<file path="config.mk">
export PLATFORM = sky130hd
export DESIGN_NAME = pkt_prio_queue
export DESIGN_NICKNAME = d
export VERILOG_FILES = /design/src/rtl/pkt_prio_queue.sv
export SDC_FILE = /design/constraint.sdc
export NUM_CORES = 2
export LEC_CHECK = 0
export ABC_AREA = 1
export BUFFER_PORTS_ARGS = -buffer_cell sky130_fd_sc_hd__buf_4
export CAP_MARGIN = 20
export CORE_ASPECT_RATIO = 0.8
export CORE_MARGIN = 5
export CORE_UTILIZATION = 25
export CTS_CLUSTER_SIZE = 28
export DETAILED_ROUTE_END_ITERATION = 8
export GPL_ROUTABILITY_DRIVEN = 0
export GPL_TIMING_DRIVEN = 1
export SETUP_SLACK_MARGIN = 0.4
export SLEW_MARGIN = 15
export SYNTH_ARGS = -nofsm -noshare
export SYNTH_HDL_FRONTEND = slang
export SYNTH_SLANG_ARGS = --single-unit
</file>
<file path="constraint.sdc">
create_clock -name clk -period 2.65 [get_ports clk]
set_input_delay 0.53 -clock clk [delete_from_list [all_inputs] [get_ports clk]]
set_output_delay 0.53 -clock clk [all_outputs]
set_load 0.005 [all_outputs]
</file>
<file path="src/rtl/pkt_prio_queue.sv">
// Multi-class packet queue: NUM_PRIO show-ahead FIFOs behind one enqueue and one dequeue port,
// with a strict-priority or round-robin output arbiter, per-class occupancy and a drop counter.
module pkt_prio_queue #(
    parameter int DWIDTH   = 64,
    parameter int NUM_PRIO = 4,
    parameter int DEPTH    = 8,
    parameter int MODE     = 0,
    localparam int PW      = (NUM_PRIO > 2) ? $clog2(NUM_PRIO) : 1,
    localparam int CW      = $clog2(DEPTH + 1)
) (
    input  logic                   clk,
    input  logic                   rst,
    input  logic                   in_en,
    input  logic [PW-1:0]          in_prior,
    input  logic [DWIDTH-1:0]      in_data,
    output logic                   in_valid,
    input  logic                   out_deque_en,
    output logic                   out_valid,
    output logic [DWIDTH-1:0]      out_data,
    output logic [PW-1:0]          out_prior,
    output logic [NUM_PRIO*CW-1:0] occupancy,
    output logic [15:0]            drop_cnt
);
    localparam int AW = $clog2(DEPTH);

    logic [1:0]        rst_sync_r;
    logic              rst_n_s;
    logic [DWIDTH-1:0] mem_r [NUM_PRIO][DEPTH];
    logic [AW-1:0]     rd_ptr_r [NUM_PRIO];
    logic [AW-1:0]     wr_ptr_r [NUM_PRIO];
    logic [CW-1:0]     cnt_r [NUM_PRIO];
    logic [PW-1:0]     rr_ptr_r;
    logic [PW-1:0]     rr_next_s;
    logic [15:0]       drop_cnt_r;
    logic [NUM_PRIO-1:0] nonempty_s;
    logic [NUM_PRIO-1:0] push_s;
    logic [NUM_PRIO-1:0] pop_s;
    logic [PW-1:0]     sel_s;
    logic              in_valid_s;
    logic              any_s;
    logic              accept_s;
    logic              pop_any_s;
    int                rr_idx_s;
    int                rr_inc_s;

    // Reset synchroniser: assertion is immediate, release waits two clock edges.
    always_ff @(posedge clk or negedge rst) begin
        if (!rst) begin
            rst_sync_r <= 2'b00;
        end else begin
            rst_sync_r <= {rst_sync_r[0], 1'b1};
        end
    end
    assign rst_n_s = rst_sync_r[1];

    // Per-class status and enqueue readiness from registered counts.
    always_comb begin
        in_valid_s = 1'b0;
        nonempty_s = {NUM_PRIO{1'b0}};
        for (int i = 0; i < NUM_PRIO; i++) begin
            nonempty_s[i] = (cnt_r[i] != {CW{1'b0}});
            if (in_prior == PW'(i)) begin
                in_valid_s = (cnt_r[i] != CW'(DEPTH));
            end else begin
                in_valid_s = in_valid_s;
            end
        end
    end

    // Arbiter: strict keeps the last (highest) non-empty index; round-robin keeps the smallest offset from rr_ptr.
    always_comb begin
        sel_s    = {PW{1'b0}};
        rr_idx_s = 0;
        if (MODE == 0) begin
            for (int i = 0; i < NUM_PRIO; i++) begin
                if (nonempty_s[i]) begin
                    sel_s = PW'(i);
                end else begin
                    sel_s = sel_s;
                end
            end
        end else begin
            for (int k = NUM_PRIO - 1; k >= 0; k--) begin
                rr_idx_s = int'(rr_ptr_r) + k;
                if (rr_idx_s >= NUM_PRIO) begin
                    rr_idx_s = rr_idx_s - NUM_PRIO;
                end else begin
                    rr_idx_s = rr_idx_s;
                end
                if (nonempty_s[rr_idx_s]) begin
                    sel_s = PW'(rr_idx_s);
                end else begin
                    sel_s = sel_s;
                end
            end
        end
    end

    // Handshake decode and round-robin successor.
    always_comb begin
        any_s     = |nonempty_s;
        accept_s  = in_en & in_valid_s;
        pop_any_s = out_deque_en & any_s;
        push_s    = {NUM_PRIO{1'b0}};
        pop_s     = {NUM_PRIO{1'b0}};
        for (int i = 0; i < NUM_PRIO; i++) begin
            push_s[i] = accept_s  & (in_prior == PW'(i));
            pop_s[i]  = pop_any_s & (sel_s == PW'(i));
        end
        rr_inc_s = int'(sel_s) + 1;
        if (rr_inc_s >= NUM_PRIO) begin
            rr_next_s = {PW{1'b0}};
        end else begin
            rr_next_s = PW'(rr_inc_s);
        end
    end

    // FIFO pointers and counts per class.
    always_ff @(posedge clk or negedge rst_n_s) begin
        if (!rst_n_s) begin
            for (int i = 0; i < NUM_PRIO; i++) begin
                rd_ptr_r[i] <= {AW{1'b0}};
                wr_ptr_r[i] <= {AW{1'b0}};
                cnt_r[i]    <= {CW{1'b0}};
            end
        end else begin
            for (int i = 0; i < NUM_PRIO; i++) begin
                if (push_s[i]) wr_ptr_r[i] <= wr_ptr_r[i] + AW'(1);
                if (pop_s[i])  rd_ptr_r[i] <= rd_ptr_r[i] + AW'(1);
                case ({push_s[i], pop_s[i]})
                    2'b10:   cnt_r[i] <= cnt_r[i] + CW'(1);
                    2'b01:   cnt_r[i] <= cnt_r[i] - CW'(1);
                    default: cnt_r[i] <= cnt_r[i];
                endcase
            end
        end
    end

    // Round-robin pointer and saturating drop counter.
    always_ff @(posedge clk or negedge rst_n_s) begin
        if (!rst_n_s) begin
            rr_ptr_r   <= {PW{1'b0}};
            drop_cnt_r <= 16'h0000;
        end else begin
            if (pop_any_s) rr_ptr_r <= rr_next_s;
            if (in_en && !in_valid_s && (drop_cnt_r != 16'hFFFF)) drop_cnt_r <= drop_cnt_r + 16'd1;
        end
    end

    // Payload storage; contents need no reset since out_data is gated by out_valid.
    always_ff @(posedge clk) begin
        if (accept_s) mem_r[in_prior][wr_ptr_r[in_prior]] <= in_data;
    end

    for (genvar g = 0; g < NUM_PRIO; g++) begin : g_occ
        assign occupancy[g*CW +: CW] = cnt_r[g];
    end

    assign in_valid  = in_valid_s;
    assign out_valid = any_s;
    assign out_prior = sel_s;
    assign out_data  = any_s ? mem_r[sel_s][rd_ptr_r[sel_s]] : {DWIDTH{1'b0}};
    assign drop_cnt  = drop_cnt_r;

endmodule

</file>
==> summary.md <==
| Metric | Value |
|---|---|
| Run status | `complete, but fails checks` |
| Violated checks | `negative setup slack` |
| Width of the die | `between 600 and 700 µm` |
| Setup repair after global routing missed its margin | `true` |
| Required time at the worst-slack endpoint | `2.12 ns` |
| Total routed wirelength | `between 300 and 400 mm` |
| Summed area of non-filler cells in the final layout | `~110000 µm²` |
| Maximum level of the CTS H-tree | `4` |
| Share of synthesized cell area in full adder, half adder and majority cells | `less than 1%` |
| Die footprint | `around 370000 µm²` |
| Maxcap violations | `0` |
| Root buffer cell | `sky130_fd_sc_hd__clkbuf_16` |
| Sequential share of the synthesized area | `a little under three quarters` |
| Min-Delay Path Class | `input port to flip-flop` |
| Count of final setup violators | `about 760` |
| Clk_lat worst skew | `~0.88 ns` |
| Placed Cells | `around 13k` |
| Global routing usage on met2 | `around 24%` |
| Vias in the first global route | `around 60k` |
| Maximum operating frequency | `between 200 and 250 MHz` |
| Met1 Usage GRT | `22.8%` |
| Most common library cell in the layout ignoring fill and taps | `sky130_fd_sc_hd__nand2_1` |
| Most used routing layer in global routing | `met2` |
| Critical path peak fanout | `8` |
| Area growth syn-to-layout | `28.5%` |
| Via count | `approximately 63k` |
| Top-level port count | `170` |
| 1st-iter DRT viols | `slightly below 8k` |
| Fraction of the core area covered by cells at the end of the flow | `32.3%` |
| Critical path startpoint category | `flip-flop` |
| Total global routing track utilization | `around 16%` |
| PwrDens | `about 970 nW/µm²` |
| Site row count | `approximately 200` |
| Arrival time reported for the critical path endpoint | `between 3 and 4 ns` |
| Count of buffers from port buffering | `~170` |
| TritonCTS clock tree | `built` |
| Routed wirelength normalized by instance count | `around 23 µm` |
| Number of detailed-route iterations in the first pass | `6` |
| Filler cell count in the final layout | `roughly 35k` |
| Post-DP Area | `103000 µm²` |
| Kind of critical path | `flip-flop to output port` |
| Number of nets in the layout | `8716` |
| Endpoint type of the worst setup path | `output port` |
| Via density per instance | `between 4 and 5` |
| Worst hold slack after final layout | `about 0.071 ns` |
| HPWL Detailed | `183 mm` |
| Cell area after synthesis | `between 80000 and 90000 µm²` |
| Global-route wire length before repair | `430 mm` |
| Peak supply drop | `between 0.001 and 0.0015 V` |
| Maximum number of pins on one net before global-route repair | `77` |
| Dominant combinational cell family by area after synthesis | `simple AND/OR/NAND/NOR gates` |
| Register clock-pin slew on the reported worst setup and hold paths | `0.07 ns` |
| Fraction of the mapped netlist area in simple logic gates | `20.4%` |
| Final clock skew | `between 0.07 and 0.08 ns` |
| Area of the core | `between 300000 and 400000 µm²` |
| Number of clock sinks | `about 2.1k` |
| Overflow left after global routing | `0` |
| Tcrit/Tclk final | `153%` |
| Gate Count Post-Synth | `roughly 8k` |
| Final-layout setup total negative slack | `-118.78 ns` |
| Final worst path period need | `~4 ns` |
| Min setup slack post-route | `-1.39 ns` |
| Final number of max-transition violations | `0` |
| Layout cells sized above 1 | `between 20% and 30%` |
| Flop2flop setup slack | `-0.36 ns` |
| Starting utilization of the core area | `~25%` |
| XOR/XNOR share of the synthesized area | `0.395%` |
| Average cell area after synthesis | `around 11 µm²` |
| Synth Register Bits | `between 2k and 2.5k` |
| Compound-gate portion of the synthesized area | `around 2.8%` |
| DRT antenna net count | `0` |
| GRT met3 Usage | `approximately 3.4%` |
| Antenna violations before repair | `17` |
| Synth Net Count | `between 7k and 8k` |
| Count of non-filler cells in the finished layout | `13.5k` |
| Hold violation total from the final report | `0` |
| PnR Total Power | `around 110 mW` |
| Total CTS buffers | `between 200 and 250` |
| Die span in y | `about 540 µm` |
| Number of library cell types mapped by synthesis | `40` |
| Mux contribution to synthesized area | `0%` |
| Count of synthesis-stage warnings from yosys | `0` |
| Worst slew margin relative to its limit | `a little under half` |
| Post-Place Setup Slack | `-1.02 ns` |
| Static Leakage | `~44 nW` |
| Most used cells in the layout excluding fill and tap cells | `sky130_fd_sc_hd__nand2_1 (2188), sky130_fd_sc_hd__edfxtp_1 (2048), sky130_fd_sc_hd__nand3_1 (700), sky130_fd_sc_hd__inv_1 (658), sky130_fd_sc_hd__buf_4 (498)` |
| CTS max path bufs | `4` |
| Worst-Margin Slew | `0.823 ns` |
| # DRC | `0` |
## sequential cells by signal (all words and copies together), names as in the netlist
signal      cells
rst_sync_r      2
occupancy      16
drop_cnt       16
rd_ptr_r       12
wr_ptr_r       12
mem_r        2048
## logic make-up (layout without fill, tap and decap cells)
| group | after synthesis | in the layout |
|---|---|---|
| adders and majority gates | 23 | 23 |
| AOI/OAI and AO/OA | 497 | 497 |
| xor gates and xnor gates | 40 | 40 |
| and+or+nand+nor | 4094 | 4094 |
| DFF | 2106 | 2106 |
| other | 1 | 4 |
| buffers and inverters | 1126 | 2023 |
## cell type report
type	instances	area (µm²)	area share, %
Sequential cell	2106	63000	55.2
Multi-Input combinational cell	4655	23500	20.6
Timing Repair Buffer	972	12600	11.1
Tap cell	4728	5920	5.19
Clock buffer	255	5490	4.81
Inverter	681	2660	2.33
Clock inverter	115	975	0.854
Antenna cell	3	7.51	0.00658
## per-layer routing
| layer | up-vias | routed length [µm] |
|---|---|---|
| met5 | - | 83 |
| met4 | 14 | 7410 |
| met3 | 448 | 31200 |
| met2 | 3057 | 134000 |
| met1 | 31100 | 133000 |
| li1 | 28300 | - |
## worst paths after layout
check / from / cells past startpoint / end
min in group asynchronous: rst_sync_r[1] / 1 / drop_cnt[1]
worst max-delay path: occupancy[10] / 18 / out_data[25]
worst max register to register: occupancy[10] / 19 / occupancy[7]
worst min-delay path: in_data[1] / 1 / mem_r[3][193]
max in group asynchronous: rst_sync_r[1] / 1 / occupancy[10]
worst min register to register: rst_sync_r[0] / 0 / rst_sync_r[1]
## cell usage after synthesis (all sizes together)
cell type  number  share of area [%]
nand2        2278                9.7
edfxtp       2048                 69
nand3         816                4.6
inv           679                2.9
o21ai         479                2.7
nor2          413                1.8
clkbuf        283                1.2
or2           218                1.5
nand3b        207                1.8
buf           162               0.99
nand4         152                1.1
dfrtp          58                1.6
ha             21               0.30
xnor2          21               0.21
xor2           19               0.19
a21oi           7              0.039
nor3            7              0.039
o22ai           3              0.021
a211oi          2              0.017
a221oi          2              0.020
a32o            2              0.023
clkinv          2             0.0085
fa              2              0.045
nor4            2              0.014
conb            1             0.0042
nor2b           1             0.0071
o31ai           1             0.0085
o41ai           1             0.0099
## where the power goes
part	total [mW]	internal, mW	switching, mW
logic	43.7	17.4	26.4
clock network	29.0	16.2	12.8
registers	38.0	37.6	0.466
## worst max-delay path, cell delays in order (launching register included)
cell and delay (ns):
sky130_fd_sc_hd__dfrtp_2 0.44, sky130_fd_sc_hd__inv_2 0.09, sky130_fd_sc_hd__nand2_2 0.08, sky130_fd_sc_hd__nor2_4 0.10, sky130_fd_sc_hd__buf_12 0.14, sky130_fd_sc_hd__nand2_4 0.07, sky130_fd_sc_hd__nand2_8 0.08, sky130_fd_sc_hd__nand2_2 0.09
sky130_fd_sc_hd__nand2_8 0.09, sky130_fd_sc_hd__nand2_8 0.13, sky130_fd_sc_hd__buf_16 0.21, sky130_fd_sc_hd__buf_4 0.16, sky130_fd_sc_hd__nand2_1 0.09, sky130_fd_sc_hd__nand3_1 0.26, sky130_fd_sc_hd__nand3_1 0.18, sky130_fd_sc_hd__nand2_1 0.06
sky130_fd_sc_hd__nor2_1 0.14, sky130_fd_sc_hd__buf_4 0.14, sky130_fd_sc_hd__buf_4 0.10
## repair_timing
item | 4_1_cts | 5_1_grt
hold buffers | 2 | 0
setup endpoints to repair | 2115 | 2152
pin swaps | 60 | 166
hold endpoints to repair | 2 | 0
gates cloned | 18 | 17
setup buffers | 59 | 43
resized for setup | 332 | 294
No activity file was read; power rests on OpenSTA's default activity.
